## src/rtl/rs_slot_allocator.sv

```systemverilog
// Reservation-station slot allocator: registered free map, N-lane free-slot picker
// (lowest-first or rotating start), multi-lane release, flush and count tracking.
module rs_slot_allocator #(
   parameter int RS_SIZE        = 8,
   parameter int RS_INDEX_WIDTH = $clog2(RS_SIZE),
   parameter int ALLOC_WIDTH    = 2,
   parameter int FREE_WIDTH     = 2,
   parameter int ALLOC_POLICY   = 0
) (
   input  logic                                   clk_i,
   input  logic                                   rst_i,
   input  logic                                   flush_i,
   input  logic [ALLOC_WIDTH-1:0]                 alloc_valid_i,
   output logic [ALLOC_WIDTH-1:0]                 alloc_ready_o,
   output logic [ALLOC_WIDTH*RS_INDEX_WIDTH-1:0]  alloc_index_o,
   input  logic [FREE_WIDTH-1:0]                  free_valid_i,
   input  logic [FREE_WIDTH*RS_INDEX_WIDTH-1:0]   free_index_i,
   output logic [RS_SIZE-1:0]                     rs_unused_o,
   output logic [$clog2(RS_SIZE+1)-1:0]           free_count_o
);
   localparam int IW = RS_INDEX_WIDTH;
   localparam int CW = $clog2(RS_SIZE+1);

   logic [RS_SIZE-1:0]            rs_unused_q, rs_unused_d;
   logic [CW-1:0]                 free_count_q, free_count_d;
   logic [IW-1:0]                 start_ptr_q, start_ptr_d;
   logic [ALLOC_WIDTH-1:0]        ready_s, fire_s;
   logic [ALLOC_WIDTH*IW-1:0]     index_s;
   logic [RS_SIZE-1:0]            free_mask_s, fire_mask_s;

   function automatic logic [IW-1:0] wrap_add(input logic [IW-1:0] base, input int offs);
      logic [IW:0] sum;
      sum = {1'b0, base} + (IW+1)'(offs);
      if (sum >= (IW+1)'(RS_SIZE)) begin
         sum = sum - (IW+1)'(RS_SIZE);
      end else begin
         sum = sum;
      end
      return sum[IW-1:0];
   endfunction

   function automatic logic [CW-1:0] popcount(input logic [RS_SIZE-1:0] v);
      logic [CW-1:0] cnt;
      cnt = '0;
      for (int i = 0; i < RS_SIZE; i++) begin
         cnt = cnt + CW'(v[i]);
      end
      return cnt;
   endfunction

   // Lane k takes the (k+1)-th free slot met while scanning from the search origin.
   always_comb begin
      int            seen;
      logic [IW-1:0] pos;
      ready_s = '0;
      index_s = '0;
      seen    = 0;
      pos     = '0;
      for (int k = 0; k < ALLOC_WIDTH; k++) begin
         seen = 0;
         for (int i = 0; i < RS_SIZE; i++) begin
            pos = (ALLOC_POLICY == 1) ? wrap_add(start_ptr_q, i) : IW'(i);
            if (rs_unused_q[pos]) begin
               if (seen == k) begin
                  ready_s[k]            = 1'b1;
                  index_s[k*IW +: IW]   = pos;
               end else begin
                  ready_s[k] = ready_s[k];
               end
               seen = seen + 1;
            end else begin
               seen = seen;
            end
         end
      end
   end

   assign alloc_ready_o = rst_i ? '0 : ready_s;
   assign alloc_index_o = rst_i ? '0 : index_s;
   assign fire_s        = alloc_valid_i & alloc_ready_o;

   // Allocation clears after release sets, so an allocated slot always ends occupied.
   always_comb begin
      free_mask_s = '0;
      fire_mask_s = '0;
      start_ptr_d = start_ptr_q;
      for (int s = 0; s < RS_SIZE; s++) begin
         for (int j = 0; j < FREE_WIDTH; j++) begin
            free_mask_s[s] = free_mask_s[s] |
                             (free_valid_i[j] & (free_index_i[j*IW +: IW] == IW'(s)));
         end
         for (int k = 0; k < ALLOC_WIDTH; k++) begin
            fire_mask_s[s] = fire_mask_s[s] |
                             (fire_s[k] & (index_s[k*IW +: IW] == IW'(s)));
         end
      end
      for (int k = 0; k < ALLOC_WIDTH; k++) begin
         start_ptr_d = fire_s[k] ? wrap_add(index_s[k*IW +: IW], 1) : start_ptr_d;
      end
      if (flush_i || (ALLOC_POLICY != 1)) begin
         start_ptr_d = '0;
      end else begin
         start_ptr_d = start_ptr_d;
      end
      rs_unused_d  = flush_i ? '1 : ((rs_unused_q | free_mask_s) & ~fire_mask_s);
      free_count_d = popcount(rs_unused_d);
   end

   // State registers with synchronous reset.
   always_ff @(posedge clk_i) begin
      if (rst_i) begin
         rs_unused_q  <= '1;
         free_count_q <= CW'(RS_SIZE);
         start_ptr_q  <= '0;
      end else begin
         rs_unused_q  <= rs_unused_d;
         free_count_q <= free_count_d;
         start_ptr_q  <= start_ptr_d;
      end
   end

   assign rs_unused_o  = rs_unused_q;
   assign free_count_o = free_count_q;

   rs_slot_allocator_chk #(
      .RS_SIZE     (RS_SIZE),
      .IW          (IW),
      .ALLOC_WIDTH (ALLOC_WIDTH),
      .FREE_WIDTH  (FREE_WIDTH),
      .CW          (CW)
   ) u_chk (
      .clk_i         (clk_i),
      .rst_i         (rst_i),
      .flush_i       (flush_i),
      .alloc_valid_i (alloc_valid_i),
      .free_valid_i  (free_valid_i),
      .free_index_i  (free_index_i),
      .rs_unused_i   (rs_unused_q),
      .free_count_i  (free_count_q)
   );
endmodule

// Protocol and state-consistency checks for the slot allocator.
module rs_slot_allocator_chk #(
   parameter int RS_SIZE     = 8,
   parameter int IW          = 3,
   parameter int ALLOC_WIDTH = 2,
   parameter int FREE_WIDTH  = 2,
   parameter int CW          = 4
) (
   input  logic                       clk_i,
   input  logic                       rst_i,
   input  logic                       flush_i,
   input  logic [ALLOC_WIDTH-1:0]     alloc_valid_i,
   input  logic [FREE_WIDTH-1:0]      free_valid_i,
   input  logic [FREE_WIDTH*IW-1:0]   free_index_i,
   input  logic [RS_SIZE-1:0]         rs_unused_i,
   input  logic [CW-1:0]              free_count_i
);
   a_valid_contiguous: assert property (@(posedge clk_i) disable iff (rst_i)
      ((alloc_valid_i & (alloc_valid_i + ALLOC_WIDTH'(1))) == '0))
      else $error("alloc_valid_i has a gap: %b", alloc_valid_i);

   a_count_bound: assert property (@(posedge clk_i) disable iff (rst_i)
      (free_count_i <= CW'(RS_SIZE)))
      else $error("free_count out of range: %0d", free_count_i);

   for (genvar j = 0; j < FREE_WIDTH; j++) begin : g_free_chk
      a_free_occupied: assert property (@(posedge clk_i) disable iff (rst_i || flush_i)
         !(free_valid_i[j] && rs_unused_i[free_index_i[j*IW +: IW]]))
         else $warning("free lane %0d releases an already-free slot", j);
   end
endmodule

```

## config.mk

```make
export PLATFORM = sky130hd
export DESIGN_NAME = rs_slot_allocator
export DESIGN_NICKNAME = d
export VERILOG_FILES = /design/src/rtl/rs_slot_allocator.sv
export SDC_FILE = /design/constraint.sdc
export NUM_CORES = 1
export LEC_CHECK = 0
export BUFFER_PORTS_ARGS = -buffer_cell sky130_fd_sc_hd__buf_2
export CORE_MARGIN = 5
export CORE_UTILIZATION = 52
export DETAILED_ROUTE_END_ITERATION = 10
export GPL_ROUTABILITY_DRIVEN = 0
export PLACE_DENSITY = 0.78
export SYNTH_ARGS = -nofsm -noshare
export SYNTH_HDL_FRONTEND = slang
export SYNTH_SLANG_ARGS = --single-unit
```

## constraint.sdc

```tcl
create_clock -name clk_i -period 6.55 [get_ports clk_i]
set_input_delay 1.965 -clock clk_i [delete_from_list [all_inputs] [get_ports clk_i]]
set_output_delay 1.965 -clock clk_i [all_outputs]
set_load 0.02 [all_outputs]
```

==> impl_metrics.toml, run 1 <==
[floorplanning]
initial_core_util = 0.533
fp.dieH_um = 71.1
pin_count = 33
fp.dieW_um = 71.1
core_region_area_um2 = 3630
die_area_um2 = 5050
placementRows = 22

[route]
drtAntennaViolNets = 0
vias_per_cell = 6.21
vias = 2181
routed_wl_um = 6010
dr.pass1.iters = 5
first_iter_violations = 206
post-route-drc-count = 0
wl_per_cell_um = 17.1

[sta]
relSlewSlack = 0.505
slew_violations = 0
hold_viol = 0
fin_skew_ns = 0.00461
min_period_ns = 6.26
fmax_ghz = 0.160
finalCritPeriodShare = 0.955
worst_pin_slew_ns = 0.734
setup-violations-final = 0

[final_layout]
final_layout_size_suffix_gt1_frac = 0.333
final_nets = 340
final_util = 0.687
antenna_cells = 0
area_growth_pct = 28.8

[placement]
io_buffers = 32
detailed_place_hpwl_um = 4290

[worst_setup_path]
cp_slowest_cell = "fa_1"
slowest_delay_ns = 0.52
crit_type = "reg2reg"
cp_data_required_time_ns = 6.68
crit_fanout = 4
end_kind = "register"
arrival_ns = 6.39
startpoint_type = "register"

[global_route]
grt_antenna_before_repair = 0
overflow = 0
grt_max_degree = 19
grt_pass1_vias = 1912
grt_pass1_wl_um = 9180
track_usage = 0.222

[clock_network]
htreeDepth = 1
clock_latency_ns = 0.25
cts-root-buf = "clkbuf_8"
cts_buffers = 3
clockBufferDepth = 2
clkTransAtPathRegs_ns = 0.06
cts.sinks = 12
cts_tree = "done"

[yosys]
synth-edff-count = 0
ys_seq_area_frac = 0.124
synth_common_cells = "nand2_1 (30), inv_1 (23), ha_1 (19), nor2_1 (18), a21oi_1 (14)"
synth_top_area_cell = "dfxtp_1"
synth.distinct_cells = 59
ys_async_sr_fraction = 0
yosysWarnings = 0
synth_top_area_share = 0.124
ys_ff_latch = 12
synth_area_um2 = 1940
synth_ff_type = "dfxtp_1"
netlist_instances = 252
avgSynthCellArea_um2 = 7.69
syn_nets = 288
yosys-top-cells-area = "dfxtp_1 (12%), ha_1 (12%), nand2_1 (5.8%), inv_1 (4.5%), fa_1 (4.1%)"
yosysMostFrequentCell = "nand2_1"

[hold_path]
hold_path.class = "reg2reg"

[flow_run]
maxCapViolations = 0

[run_status]
status = "finished clean"
-- flip-flops by register name (all words and copies together), names as in the netlist --
signal and count:
rs_unused_o 8, free_count_o 4
-- per-stage QoR --
stage	hold WS [ns]	cell area (um2)	worst slack, ns	setup TNS (ns)	instances
2_1_floorplan	0.793	1940	0.0703	0	252
3_3_place_gp	0.742	2240	0.117	0	339
3_5_place_dp	0.764	2240	-0.0777	-0.0889	339
4_1_cts	0.736	2320	0.0323	0	345
5_1_grt	0.842	2500	-0.0232	-0.0232	351
6_report	0.797	2500	0.293	0	351
-- cell type report --
class / instances / area (um2)
sequential: 12 / 245
tap: 48 / 60.1
inverter: 24 / 90.1
multi-input combinational: 207 / 1700
fill: 298 / 1140
timing repair buffer: 56 / 343
clock buffer: 4 / 55.1
-- final timing paths --
check / startpoint / endpoint / slack [ns] / depth (start not counted)
worst min register to register: rs_unused_o[7]$_SDFF_PP1_ / rs_unused_o[7]$_SDFF_PP1_ / 0.80 / 2
worst max-delay path: rs_unused_o[1]$_SDFF_PP1_ / free_count_o[2]$_SDFF_PP0_ / 0.29 / 29
worst min-delay path: rs_unused_o[7]$_SDFF_PP1_ / rs_unused_o[7]$_SDFF_PP1_ / 0.80 / 2
worst max register to register: rs_unused_o[1]$_SDFF_PP1_ / free_count_o[2]$_SDFF_PP0_ / 0.29 / 29
-- cell families (layout without fill, tap and decap cells) --
group,after synthesis,after routing,synth area share
buffers and inverters,33,84,0.0658
and+or+nand+nor,116,116,0.333
adders and majority gates,23,23,0.164
xor gates and xnor gates,12,12,0.102
AOI/OAI and AO/OA,55,55,0.205
DFF,12,12,0.124
muxes,1,1,0.00581
-- timing repair --
action | in CTS | in global routing
endpoints found under the setup margin | 2 | 11
setup buffers | 2 | 6
hold buffers | 0 | 0
pin swaps | 1 | 12
gates resized for setup | 2 | 27
-- per-layer routing --
metal	GRT usage	up-vias	wire [um]
met5	0	-	0
met2	0.356	124	2830
met4	0.0752	0	224
met3	0.0313	31	499
met1	0.303	1022	2460
li1	-	1004	-
-- worst max-delay path, delay by kind of cell (launching register included) --
| family | cells | cell delay, ns |
|---|---|---|
| adder cells (fa/ha/maj) | 9 | 2.89 |
| XOR/XNOR | 3 | 0.89 |
| AO/OA/AOI/OAI | 5 | 1.05 |
| flip-flops | 1 | 0.36 |
| buffers and inverters | 5 | 0.33 |
| AND/OR/NAND/NOR | 7 | 0.65 |
-- layout by cell type (no fill, tap or decap), drive strengths merged, types with 3 or more instances in the layout --
cell and n:
a211o 3, a21oi 14, a31oi 3, and2 5, and3 4, buf 56
clkbuf 4, dfxtp 12, fa 4, ha 19, inv 24, nand2 30
nand2b 9, nand3 10, nand3b 3, nand4 4, nor2 18, nor2b 7
nor3 8, o21ai 6, o22ai 4, o31ai 3, or3 5, xnor2 7
Power of run 1 is left out: the tool's default activity adds up to more than one toggle a clock period on the data nets, which glitch-free logic cannot reach.
==> inputs of run 2 (changes only) <==
CORE_MARGIN = 8   (was 5)
PLACE_DENSITY = unset   (was 0.78)
PLACE_DENSITY_LB_ADDON = 0.1   (was unset)
==> run 2 against run 1 <==
Against the previous run: clock skew decreased by 0.0041 ns; clock-buffer cell count unchanged; sequential cell count unchanged; final area decreased by 3.8%; global-route usage decreased by 3.8 points; non-clock buffer count decreased by 5; sequential share of layout area increased by 0.38 points; maximum frequency increased by 0.65%; setup slack improved by 0.040 ns; worst hold slack got worse by 0.066 ns; die area increased by 18%.
==> impl_metrics.toml, run 2 (synthesis gave the netlist of run 1 again) <==
[run_status]
status = "finished clean"

[final_layout]
final_cell_mix = "buf_2 (32), nand2_1 (29), inv_1 (21), buf_4 (19), nor2_1 (18)"
fill_cells = 326
antenna_cells = 0
largest_register_ffs = 8
final_common_cell = "buf_2"
area_growth_pct = 24.0
final_nets = 335
design_area_um2 = 2400
final_layout_size_suffix_gt1_frac = 0.305

[clock_network]
clkTransAtPathRegs_ns = 0.05
cts-root-buf = "clkbuf_8"
clock_latency_ns = 0.25
cts_buffers = 3
cts_tree = "done"
cts_hold_buf = 0
htreeDepth = 1
cts.sinks = 12
clockBufferDepth = 2

[route]
dr.pass1.iters = 5
wl_met2_um = 2740
vias = 1987
m1WireLength_um = 2430
routed.top_layer = "met4"
vias_per_cell = 5.74
wl_per_cell_um = 15.8
first_iter_violations = 205
routed_wl_um = 5480
wl_met3_um = 178
post-route-drc-count = 0
drtAntennaViolNets = 0

[floorplanning]
core_region_area_um2 = 3630
die_area_um2 = 5940
fp.dieH_um = 77.1
placementRows = 22
initial_core_util = 0.533
pin_count = 33
fp.dieW_um = 77.1

[sta]
hold_ws_ns = 0.731
setup_slack_ns = 0.334
hold_viol = 0
min_period_ns = 6.22
setup-violations-final = 0
tns_ns = 0
fmax_ghz = 0.161
fin_skew_ns = 0.000495
worst_pin_slew_ns = 0.640
slew_violations = 0
finalCritPeriodShare = 0.949
relSlewSlack = 0.569

[worst_setup_path]
slowest_delay_ns = 0.57
path_depth = 31
cp_top_family = "adder cells"
cp_slowest_cell = "nor4b_2"
startpoint_type = "register"
end_kind = "register"
crit_type = "reg2reg"
cp-startpoint = "rs_unused_o[1]$_SDFF_PP1_"
crit_fanout = 4
cp_data_required_time_ns = 6.68
crit_buf_inv = 6
arrival_ns = 6.35
r2r-end = "free_count_o[2]$_SDFF_PP0_"
ff2ff_path_depth = 31
regToRegSetupSlack_ns = 0.33
r2r_start = "rs_unused_o[1]$_SDFF_PP1_"
crit_path_end = "free_count_o[2]$_SDFF_PP0_"

[placement]
place_worst_setup_slack_ns = 0.0956
io_buffers = 32
detailed_place_hpwl_um = 4350
placed_cell_area_um2 = 2260

[hold_path]
holdPathStages = 2
hold_path.class = "reg2reg"

[global_route]
overflow = 0
track_usage = 0.184
grt_pass1_wl_um = 9160
grt_max_degree = 19
grt_antenna_before_repair = 0
grt_pass1_vias = 1972

[flow_run]
maxCapViolations = 0
==> run 2: layout make-up <==
cell class              count  area [um2]  area share
inverters                  24        90.1      0.0375
well taps                  48        60.1      0.0250
clock buffers               4        55.1      0.0229
repair buffers             51         303       0.126
multi-input cells         207        1650       0.686
flip-flops and latches     12         245       0.102
==> run 2: worst min path at each step <==
stage | start | endpoint | slack (ns)
after floorplan | rs_unused_o[7]$_SDFF_PP1_ | rs_unused_o[7]$_SDFF_PP1_ | 0.79
after global placement | rs_unused_o[2]$_SDFF_PP1_ | rs_unused_o[2]$_SDFF_PP1_ | 0.72
after detailed placement | rs_unused_o[2]$_SDFF_PP1_ | rs_unused_o[2]$_SDFF_PP1_ | 0.72
after CTS | rs_unused_o[2]$_SDFF_PP1_ | rs_unused_o[2]$_SDFF_PP1_ | 0.73
after global routing | rs_unused_o[2]$_SDFF_PP1_ | rs_unused_o[2]$_SDFF_PP1_ | 0.77
final | rs_unused_o[2]$_SDFF_PP1_ | rs_unused_o[2]$_SDFF_PP1_ | 0.73
==> run 2: timing repair <==
| item | 4_1_cts | 5_1_grt |
|---|---|---|
| buffers inserted | 0 | 1 |
| resized for setup | 0 | 20 |
| setup endpoints to repair | 0 | 9 |
==> run 2: metal layers <==
layer	track usage	up-vias
li1	-	999
met1	0.214	926
met2	0.330	50
met3	0.0186	12
met4	0.0830	0
met5	0	-
==> run 2: through the flow <==
step / util / cells
floorplan: - / 252
global placement: 0.621 / 341
detailed placement: 0.621 / 341
CTS: 0.636 / 345
global route: 0.661 / 346
finish: 0.661 / 346
==> run 2: worst reg2reg max path, delay by kind of cell, from the launching register on <==
kind,cells,cell delay [ns]
adders and majority gates,10,3.15
and+or+nand+nor,11,1.72
buffers and inverters,6,0.43
DFF,1,0.36
AOI/OAI and AO/OA,3,0.27
xor gates and xnor gates,1,0.13
Power of run 2 is left out for the same reason.
==> inputs of run 3 (changes only) <==
CORE_UTILIZATION = 59   (was 52)
clock period = 7.3 ns   (was 6.55 ns; I/O delays follow)
==> run 3 against run 2 <==
Against the previous run: via count down 3.5%; highest routed layer unchanged; clock skew up 0.0037 ns; non-clock buffer count down 19; cell count down 6.1%; critical endpoint is now alloc_ready_o[1]; die area down 9.5%; worst hold slack better by 0.014 ns; core utilization up 0.86 points.
==> impl_metrics.toml, run 3 (synthesis gave the netlist of run 1 again) <==
[global_route]
grt_antenna_before_repair = 0
overflow = 0
track_usage = 0.203
grt_pass1_vias = 1818
grt_pass1_wl_um = 8630
grt_max_degree = 19

[sta]
rsz0062_at_grt = "false"
hold_viol = 0
finalCritPeriodShare = 0.950
relSlewSlack = 0.436
min_period_ns = 6.94
fmax_ghz = 0.144
tns_ns = 0
setup-violations-final = 0
slew_violations = 0
fin_skew_ns = 0.00421
worst_pin_slew_ns = 0.844

[route]
post-route-drc-count = 0
wl_per_cell_um = 15.9
routed_wl_um = 5170
vias_per_cell = 5.90
dr.pass1.iters = 4
first_iter_violations = 138
drtAntennaViolNets = 0
vias = 1918

[worst_setup_path]
cp_slowest_cell = "nor4b_2"
end_kind = "output pin"
cp_data_required_time_ns = 5.11
ff2ff_path_depth = 29
slowest_delay_ns = 0.75
cp-startpoint = "rs_unused_o[0]$_SDFF_PP1_"
r2r-end = "free_count_o[2]$_SDFF_PP0_"
startpoint_type = "register"
r2r_start = "rs_unused_o[0]$_SDFF_PP1_"
crit_buf_inv = 3
crit_fanout = 9
cp_top_family = "adder cells"
arrival_ns = 4.75
crit_top_cell = "ha_1"
crit_chain = "inv_1 > ha_1 > xnor2_1 > ha_1 > nor2b_1 > a21oi_1 > inv_1 > ha_1 > nand2_1 > o21ai_0 > ha_1 > nand2b_1 > nand3_1 > ha_1 > nand2_1 > nor4b_2 > a211oi_4 > a21oi_1 > buf_2"
regToRegSetupSlack_ns = 0.45
crit_type = "reg2out"

[clock_network]
htreeDepth = 1
post-cts-setup-buffers = 0
cts.sinks = 12
clock_latency_ns = 0.29
cts-root-buf = "clkbuf_4"
clkTransAtPathRegs_ns = 0.08
cts_buffers = 3
clockBufferDepth = 2
cts_tree = "done"

[final_layout]
stdcell_count = 325
regArea_um2 = 240
largest_register_ffs = 8
multiInputGateArea_um2 = 1580
design_area_um2 = 2160
final_common_cell = "buf_2"
final_layout_size_suffix_gt1_frac = 0.204
final_cell_mix = "buf_2 (32), nand2_1 (30), inv_1 (23), ha_1 (19), nor2_1 (18)"
fill_cells = 310
antenna_cells = 0
final_nets = 316
area_growth_pct = 11.7

[floorplanning]
initial_core_util = 0.600
core_region_area_um2 = 3230
fp.dieH_um = 73.3
placementRows = 21
die_area_um2 = 5380
pin_count = 33
fp.dieW_um = 73.3

[placement]
place_inst = 321
detailed_place_hpwl_um = 4120
placed_cell_area_um2 = 2120
io_buffers = 32

[hold_path]
holdPathStages = 2
hold_path.startpoint = "rs_unused_o[0]$_SDFF_PP1_"
min_to = "rs_unused_o[0]$_SDFF_PP1_"
hold_path.class = "reg2reg"

[run_status]
status = "finished clean"

[flow_run]
maxCapViolations = 0
==> run 3: cell count changes in the layout (fill, tap and decap cells not counted), moves of 2 or more <==
| cell | before | now |
|---|---|---|
| a21oi_1 | 12 | 14 |
| buf_4 | 19 | 0 |
| a21oi_2 | 2 | 0 |
| ha_4 | 2 | 0 |
| ha_1 | 16 | 19 |
| clkbuf_4 | 0 | 3 |
| inv_2 | 3 | 1 |
| clkbuf_8 | 4 | 1 |
| inv_1 | 21 | 23 |
| dfxtp_1 | 10 | 12 |
==> run 3: final cells by class <==
class	count	share of cell area
inverters	24	0.0416
well taps	46	0.0266
flip-flops and latches	12	0.111
clock buffers	4	0.0168
multi-input cells	207	0.730
repair buffers	32	0.0740
==> run 3: layer usage <==
layer | up-vias | global-route usage | part of all wire
li1 | 956 | - | -
met1 | 888 | 0.252 | 0.44
met2 | 61 | 0.340 | 0.48
met3 | 13 | 0.0205 | 0.044
met4 | 0 | 0.0976 | 0.032
met5 | - | 0 | 0
==> run 3: how the worst max path moves through the flow <==
| stage | to | slack (ns) | cells after the start |
|---|---|---|---|
| global route | free_count_o[2]$_SDFF_PP0_ | 0.001 | 31 |
| CTS | alloc_ready_o[1] | 0.33 | 20 |
| detailed placement | free_count_o[2]$_SDFF_PP0_ | 0.42 | 29 |
| finish | alloc_ready_o[1] | 0.36 | 19 |
| floorplan | free_count_o[2]$_SDFF_PP0_ | 0.82 | 30 |
| global placement | free_count_o[2]$_SDFF_PP0_ | 0.61 | 29 |
==> run 3: worst register-to-register path, delay by kind of cell, from the launching register on <==
kind            cells  cell delay (ns)
fa+ha+maj          10             3.50
flops               1             0.40
buf+inv             5             0.36
xor+xnor            3             0.68
compound gates      5             1.16
simple gates        6             0.62
==> run 3: per-stage QoR <==
stage               setup WS (ns)  hold slack (ns)  utilization
global placement            0.610            0.682        0.655
finish                      0.365            0.745        0.670
detailed placement          0.421            0.715        0.655
global route              0.00111            0.777        0.670
floorplan                   0.820            0.793            -
CTS                         0.326            0.742        0.667
==> run 3: repair_timing <==
action / CTS / global route
setup endpoints to repair: 0 / 3
resized for setup: 0 / 3
endpoints found under the hold margin: 0 / 0
hold buffers: 0 / 0
Power of run 3 is left out for the same reason.
